File: src/rtl/audio_sample_conditioner.sv
// Interleaved audio sample capture -> per-frame signed shift -> serial TX readout.
// Build option: define AUDIO_COND_SAT_EN to saturate left shifts and drive clip_o.
module audio_sample_conditioner #(
  parameter int DATA_WIDTH = 24,
  parameter int NUM_CH     = 2,
  parameter int SHIFT_W    = 4
) (
  input  logic                           lmmi_clk_i,
  input  logic                           reset_n_i,
  input  logic                           enable_i,
  input  logic signed [SHIFT_W-1:0]      shift_i,
  input  logic                           rx_valid_i,
  input  logic [31:0]                    rx_data_i,
  output logic                           frame_valid_o,
  output logic [NUM_CH*DATA_WIDTH-1:0]   frame_data_o,
  input  logic                           tx_req_i,
  output logic [31:0]                    tx_data_o,
  output logic                           underrun_o,
  output logic                           overrun_o,
  output logic                           clip_o
);

  localparam int CNT_W = (NUM_CH > 1) ? $clog2(NUM_CH) : 1;
  localparam int XW    = DATA_WIDTH + (1 << (SHIFT_W - 1)) + 1;
  localparam logic [CNT_W-1:0] LAST_CH = CNT_W'(NUM_CH - 1);

`ifdef AUDIO_COND_SAT_EN
  localparam logic [DATA_WIDTH-1:0] SAT_MAX = {1'b0, {(DATA_WIDTH-1){1'b1}}};
  localparam logic [DATA_WIDTH-1:0] SAT_MIN = {1'b1, {(DATA_WIDTH-1){1'b0}}};
`endif

  logic [CNT_W-1:0]      r_rx_cnt;
  logic [CNT_W-1:0]      r_tx_ptr;
  logic [DATA_WIDTH-1:0] r_cap_p0  [NUM_CH];
  logic [DATA_WIDTH-1:0] r_proc_p1 [NUM_CH];
  logic                  r_vld_p1;
  logic                  r_have_frame;
  logic                  r_clip;
  logic [DATA_WIDTH-1:0] w_shift_p1 [NUM_CH];
  logic                  w_clip_ch  [NUM_CH];
  logic                  w_clip_any;
  logic                  w_have_frame;
  logic [DATA_WIDTH-1:0] w_rx_smp;
  logic                  w_rx_unused;

  assign w_rx_smp     = rx_data_i[DATA_WIDTH-1:0];
  assign w_rx_unused  = ^rx_data_i;
  assign w_have_frame = r_have_frame | frame_valid_o;
  assign clip_o       = r_clip;

  function automatic logic [DATA_WIDTH-1:0] saturate(input logic signed [XW-1:0] v,
                                                     output logic clip);
`ifdef AUDIO_COND_SAT_EN
    logic fits;
    fits = (v == XW'(signed'(v[DATA_WIDTH-1:0])));
    clip = 1'b0;
    if (!fits) begin
      clip = 1'b1;
      return v[XW-1] ? SAT_MIN : SAT_MAX;
    end
`else
    clip = 1'b0;
`endif
    return v[DATA_WIDTH-1:0];
  endfunction

  function automatic logic [DATA_WIDTH-1:0] shift_sample(input logic [DATA_WIDTH-1:0] smp,
                                                         input logic signed [SHIFT_W-1:0] sh,
                                                         output logic clip);
    logic signed [DATA_WIDTH-1:0] s;
    logic signed [XW-1:0]         ext;
    logic signed [SHIFT_W:0]      neg;
    s    = smp;
    clip = 1'b0;
    if (!sh[SHIFT_W-1]) begin
      shift_sample = s >>> sh;
    end else begin
      // widen before negating so the most negative shift code becomes a positive amount
      neg = -((SHIFT_W+1)'(sh));
      ext = XW'(s) <<< neg;
      shift_sample = saturate(ext, clip);
    end
  endfunction

  function automatic logic [31:0] sext32(input logic [DATA_WIDTH-1:0] v);
    logic signed [DATA_WIDTH-1:0] s;
    s = v;
    return 32'(s);
  endfunction

  // p0 capture / p1 process-stage load on channel wrap
  always_ff @(posedge lmmi_clk_i or negedge reset_n_i) begin
    if (!reset_n_i) begin
      r_rx_cnt <= '0;
      r_vld_p1 <= 1'b0;
      for (int i = 0; i < NUM_CH; i++) begin
        r_cap_p0[i]  <= '0;
        r_proc_p1[i] <= '0;
      end
    end else if (!enable_i) begin
      r_rx_cnt <= '0;
      r_vld_p1 <= 1'b0;
    end else begin
      r_vld_p1 <= 1'b0;
      if (rx_valid_i) begin
        r_cap_p0[r_rx_cnt] <= w_rx_smp;
        if (r_rx_cnt == LAST_CH) begin
          r_rx_cnt <= '0;
          r_vld_p1 <= 1'b1;
          for (int i = 0; i < NUM_CH - 1; i++) r_proc_p1[i] <= r_cap_p0[i];
          r_proc_p1[NUM_CH-1] <= w_rx_smp;
        end else begin
          r_rx_cnt <= r_rx_cnt + 1'b1;
        end
      end
    end
  end

  always_comb begin
    w_clip_any = 1'b0;
    for (int i = 0; i < NUM_CH; i++) begin
      w_clip_ch[i]  = 1'b0;
      w_shift_p1[i] = shift_sample(r_proc_p1[i], shift_i, w_clip_ch[i]);
      w_clip_any    = w_clip_any | w_clip_ch[i];
    end
  end

  // p2 frame output register
  always_ff @(posedge lmmi_clk_i or negedge reset_n_i) begin
    if (!reset_n_i) begin
      frame_valid_o <= 1'b0;
      frame_data_o  <= '0;
      r_clip        <= 1'b0;
    end else begin
      frame_valid_o <= enable_i & r_vld_p1;
      if (enable_i && r_vld_p1) begin
        for (int i = 0; i < NUM_CH; i++) frame_data_o[i*DATA_WIDTH +: DATA_WIDTH] <= w_shift_p1[i];
        if (w_clip_any) r_clip <= 1'b1;
      end
    end
  end

  // TX readout reads the registered frame, so a coincident update returns the old frame
  always_ff @(posedge lmmi_clk_i or negedge reset_n_i) begin
    if (!reset_n_i) begin
      r_tx_ptr     <= '0;
      tx_data_o    <= '0;
      underrun_o   <= 1'b0;
      overrun_o    <= 1'b0;
      r_have_frame <= 1'b0;
    end else begin
      if (frame_valid_o) r_have_frame <= 1'b1;
      if (!enable_i) begin
        r_tx_ptr <= '0;
      end else begin
        if (r_vld_p1 && (r_tx_ptr != '0)) overrun_o <= 1'b1;
        if (tx_req_i) begin
          if (!w_have_frame) begin
            tx_data_o  <= '0;
            underrun_o <= 1'b1;
          end else begin
            tx_data_o <= sext32(frame_data_o[int'(r_tx_ptr)*DATA_WIDTH +: DATA_WIDTH]);
            r_tx_ptr  <= (r_tx_ptr == LAST_CH) ? '0 : r_tx_ptr + 1'b1;
          end
        end
      end
    end
  end

endmodule

File: config.mk
export PLATFORM = sky130hd
export DESIGN_NAME = audio_sample_conditioner
export DESIGN_NICKNAME = d
export VERILOG_FILES = /design/src/rtl/audio_sample_conditioner.sv
export SDC_FILE = /design/constraint.sdc
export NUM_CORES = 1
export LEC_CHECK = 0
export CAP_MARGIN = 20
export CORE_UTILIZATION = 52
export DETAILED_ROUTE_END_ITERATION = 6
export PLACE_DENSITY = 0.81
export SLEW_MARGIN = 20
export SYNTH_ARGS = -nofsm -noshare
export SYNTH_HDL_FRONTEND = slang
export SYNTH_SLANG_ARGS = --single-unit
File: constraint.sdc
create_clock -name lmmi_clk_i -period 4.7 [get_ports lmmi_clk_i]
set_input_delay 1.41 -clock lmmi_clk_i [delete_from_list [all_inputs] [get_ports lmmi_clk_i]]
set_output_delay 1.41 -clock lmmi_clk_i [all_outputs]
set_load 0.05 [all_outputs]
; Word-level counts from Yosys, hierarchy flattened
; Cells that the tools add are included.
; W data, S select, Z words.
[word_totals]
regBits = 183
[op_classes]
addsub = 3
n_mul = 1
order_cmp = 2
eq_ne = 3
n_shift = 5
muxes = 16
bitwise_logic = 4
n_reduce_logical = 9
[ops]
columns = operator, n
row1 = $mux W24, 3
row2 = $bwmux W48, 1
row3 = $shiftx A48 B7 Y24, 1
row4 = $sshl A24 B5 Y24, 2
row5 = $sshr A24 B4 Y24, 2
row6 = $mux W32, 1
row7 = $demux W24 S1, 1
row8 = $mux W1, 10
row9 = $reduce_and A2 Y1, 4
row10 = $ne A2 B1 Y1 const B, 3
row11 = $reduce_and A3 Y1, 2
row12 = $neg A4 Y5, 1
row13 = $logic_and A1 B1 Y1, 3
row14 = $mul A1 B2 Y3 const B, 1
row15 = $add A1 B1 Y1 const B, 2
row16 = $ge A2 B2 Y1 const B, 1
row17 = $lt A2 B1 Y1 const B, 1
row18 = $not A1 Y2, 1
row19 = $and A1 B1 Y1, 1
row20 = $not A1 Y1, 1
row21 = $or A1 B1 Y1, 1

; Logic depth before layout (Yosys ltp)
[logic_depth]
depth_word = 6
ltp_mapped = 12

; Worst setup path before layout
; OpenSTA, ideal clock, no wires.
[synth_path]
kind = input port to flip-flop
from = in shift_i[1]
to = reg frame_data_o[35]
setup_time_ns = 0.137
arrival_ns = 3.741
t_required_ns = 4.563
setup_slack_ns = 0.822
stages = 10
n_path_buf = 4
cell_sequence = buf_2 -> clkbuf_1 -> inv_1 -> ha_1 -> clkbuf_1 -> clkbuf_1 -> mux4_2 -> mux2_2 -> a221oi_2 -> a21oi_1
[synth_via]
elab_chain_len = 3
elab_cells_between_ends = 4
[synth_rtl]
columns = item, line_no
row1 = start: declaration, 11  ; input logic signed [SHIFT_W-1:0] shift_i,
row2 = $neg A4 Y5, 79  ; neg = -((SHIFT_W+1)'(sh));
row3 = $sshl A24 B5 Y24, 80  ; ext = XW'(s) <<< neg;
row4 = $mux W24 (*), 75  ; if (!sh[SHIFT_W-1]) begin
row5 = end signal: assignment, 132  ; frame_data_o <= '0;
row6 = end: declaration, 15  ; output logic [NUM_CH*DATA_WIDTH-1:0] frame_data_o,
; Every way passes the cells marked *; elsewhere a longest branch is shown, timed or not.
; A chain may end at the register's enable or synchronous reset.

; Worst setup path after layout
[layout_path]
from = in shift_i[1]
to = reg frame_data_o[17]
; The elaborated chain is that of the path after synthesis.

==> results.md <==
- Non-Filler Instances: ~1,200
- Hold depth: 1
- Die Ht: ~140 um
- Final setup viols: 0
- Number of core rows: 50
- Resized cells post-CTS: 0
- Layout cells sized above 1: 0.287
- Unrepaired setup endpoints after global routing: no
- CTS tree: done
- Tot Pwr: between 7 and 8 mW
- CTS sink count: 151
- H-tree Lvls: 4
- Dpl ws: between 700 and 800 ps
- Worst min-delay path class: register to register
- Cell count of the worst reg-to-reg path: 4
- Starting density of the core: 0.535
- Post-synthesis average cell area: 11.9 um^2
- Vias: between 8,000 and 9,000
- CTS Hold Bufs: 0
- Vias in the first global route: 7,611
- Final WL: 28,100 um
- Die Wd: between 100 and 150 um
- Clk buf depth: 2
- Reg-to-Reg End: frame_data_o[35]$_DFFE_PN0P_
- Final Cell Area: approximately 0.012 mm^2
- Placer Congestion: ~0.96
- Fmax: 0.285 GHz
- Status: complete, no violations
- Pwr dens: about 610 mW/mm^2
- Critical Path RT: 5020 ps
- Synth warn: 0
- FF+latch count, synth: between 150 and 200
- Crit path max fanout: 23
- Seq/Total Area, Yosys: 0.374
- Reg-to-reg slack, setup: 2740 ps
- Cell area after synthesis: 0.0101 mm^2
- Least-Margin Pin Slew: approximately 770 ps
- Postcts setup bufs: 0
- First-pass GRT wire length: approximately 45,000 um
- Max Slew Vio Count: 0
- Worst-Skew Late Latency: roughly 430 ps
- Hold Slack: about 470 ps
- GRT overflow: 0
- Slew margin rel.: 0.476
- Reg clk slew, reported paths: ~60 ps
- Min-Delay Endpoint: overrun_o$_DFFE_PN0P_
- Setup TNS: 0 ps
- CP startpoint kind: input port
- CTS buffer count: 17
- Post-synth EDFFs: 0
- Mapped Cells: between 800 and 900
- Arr. time, crit path: 3830 ps
- CTS root buffer: clkbuf_16
- Post-place instance area: approximately 0.011 mm^2
- Final hold vios: 0
- Final worst slack: roughly 1200 ps
- Ys async rst share: 1.00
- Total GRT Usage: 0.297
- Max VDD drop: 285 uV
- Ys flop type: dfrtp_1
- Clock period minus worst slack: around 3500 ps
- Worst r2r src: r_proc_p1[8]$_DFFE_PN0P_
- Post-route clock skew: between 8 and 9 ps
- Area Growth Syn to Fin: 17.8%
- Initial DRT Pass Iterations: 5
- Unique masters post-synth: 61
- Synthesized Nets: about 890
- HP Start: overrun_o$_DFFE_PN0P_
- CP Class: input port to register
- Cell leakage power: roughly 4.7 nW
- Antenna violations before repair: 0
- Post-layout util: 0.630
- Max-capacitance violation count: 0
- Post-DP HPWL: about 20,000 um
- Largest net degree at the start of global routing: roughly 110
- DR WL/cell: roughly 24 um
- Port Buffer Count: between 100 and 150
- Core area: approximately 0.019 mm^2
- Post-route ant nets: 0
- Fin crit share: 0.746
- Via/cell ratio: approximately 6.7
- Setup crit end kind: register
- DR iter-0 viols: roughly 1,100
- # diodes: 0
- Final nets: slightly below 1,000
- # IOs: between 100 and 150
- DRC viols: 0
- Placed Instances: roughly 1,200
- DIE AREA: between 0.015 and 0.02 mm^2
[metal layers]
metal	GRT usage	wire (um)
met5	0	0
met4	0.121	864
met3	0.0648	2780
met2	0.431	12700
met1	0.432	11800
[critical path: stages]
cell and delay (ps):
buf_2 110, inv_1 130, ha_2 690, buf_4 420
mux4_2 440, a221o_1 380, o221a_2 240
[worst max-delay path by stage]
| stage | from | end | slack, ps | cells after the start |
|---|---|---|---|---|
| CTS | shift_i[0] | frame_data_o[43]$_DFFE_PN0P_ | 1200 | 8 |
| floorplan | shift_i[1] | frame_data_o[35]$_DFFE_PN0P_ | 820 | 10 |
| detailed placement | shift_i[0] | frame_data_o[17]$_DFFE_PN0P_ | 760 | 7 |
| global route | shift_i[0] | frame_data_o[19]$_DFFE_PN0P_ | 1080 | 8 |
| finish | shift_i[1] | frame_data_o[17]$_DFFE_PN0P_ | 1190 | 7 |
| global placement | shift_i[0] | frame_data_o[17]$_DFFE_PN0P_ | 810 | 8 |
[registers in the layout, indices dropped and copies added (netlist names), 24 cells and up]
signal        count
r_proc_p1        48
frame_data_o     48
tx_data_o        24
r_cap_p0         24
[synth_stat cells, types with 3 or more instances]
master / n / area share
dfrtp_1: 151 / 0.37
mux2_2: 104 / 0.12
mux4_2: 88 / 0.20
nand2_1: 78 / 0.029
mux2i_1: 57 / 0.056
nor2_1: 54 / 0.020
o21ai_0: 35 / 0.017
clkbuf_1: 33 / 0.012
buf_2: 25 / 0.012
a221oi_1: 22 / 0.019
a31oi_1: 20 / 0.012
a21oi_1: 17 / 0.0084
a22oi_1: 16 / 0.012
buf_4: 16 / 0.012
a21o_1: 7 / 0.0052
o22ai_1: 7 / 0.0043
a22o_1: 6 / 0.0052
buf_1: 6 / 0.0022
inv_1: 6 / 0.0022
nand3_1: 6 / 0.0030
nor2b_1: 6 / 0.0037
o211ai_1: 6 / 0.0045
nand2b_1: 5 / 0.0031
a221o_1: 4 / 0.0040
a221oi_2: 4 / 0.0059
and2_1: 4 / 0.0025
buf_6: 4 / 0.0045
nor3_1: 4 / 0.0020
o21bai_1: 4 / 0.0030
a41oi_1: 3 / 0.0026
and3_1: 3 / 0.0019
nand3b_1: 3 / 0.0022
o221a_2: 3 / 0.0033
o221ai_1: 3 / 0.0026
[logic make-up after synthesis]
logic type | share of synthesized area
flops | 0.374
other cells | 0.000371
buf+inv | 0.0508
xor+xnor | 0.00347
fa+ha+maj | 0.00124
compound gates | 0.126
simple gates | 0.0756
mux | 0.369
[cell type report]
| class | count | area, um^2 |
|---|---|---|
| timing repair buffer | 140 | 1360 |
| inverter | 7 | 26.3 |
| tap | 260 | 325 |
| multi-input combinational | 603 | 5810 |
| sequential | 151 | 3780 |
| clock inverter | 15 | 169 |
| fill | 1495 | 7000 |
| clock buffer | 17 | 425 |
[cells in the final DEF (no fill, tap or decap), types with 3 or more instances in the layout]
| cell type | n |
|---|---|
| dfrtp_1 | 151 |
| clkdlybuf4s50_1 | 111 |
| mux2_2 | 104 |
| mux4_2 | 88 |
| nand2_1 | 78 |
| mux2i_1 | 57 |
| nor2_1 | 54 |
| o21ai_0 | 35 |
| buf_4 | 23 |
| a221oi_1 | 22 |
| a31oi_1 | 20 |
| a21oi_1 | 17 |
| clkbuf_16 | 17 |
| a22oi_1 | 16 |
| o22ai_1 | 7 |
| a21o_1 | 7 |
| inv_1 | 6 |
| a22o_1 | 6 |
| nor2b_1 | 6 |
| o211ai_1 | 6 |
| nand2b_1 | 5 |
| nand3_1 | 5 |
| inv_6 | 5 |
| nor3_1 | 4 |
| and2_1 | 4 |
| a221o_1 | 4 |
| o21bai_1 | 4 |
| a221oi_2 | 4 |
| a41oi_1 | 3 |
| and3_1 | 3 |
| o221ai_1 | 3 |
| nand3b_1 | 3 |
| o221a_2 | 3 |
| clkinvlp_4 | 3 |
| clkinv_4 | 3 |
[where the power goes]
group | switching [mW] | internal [mW] | total, mW
Clock | 0.588 | 0.794 | 1.38
Combinational | 1.96 | 1.50 | 3.46
Sequential | 0.644 | 1.73 | 2.37
Total | 3.19 | 4.03 | 7.22
No activity file was read; power rests on OpenSTA's default activity.
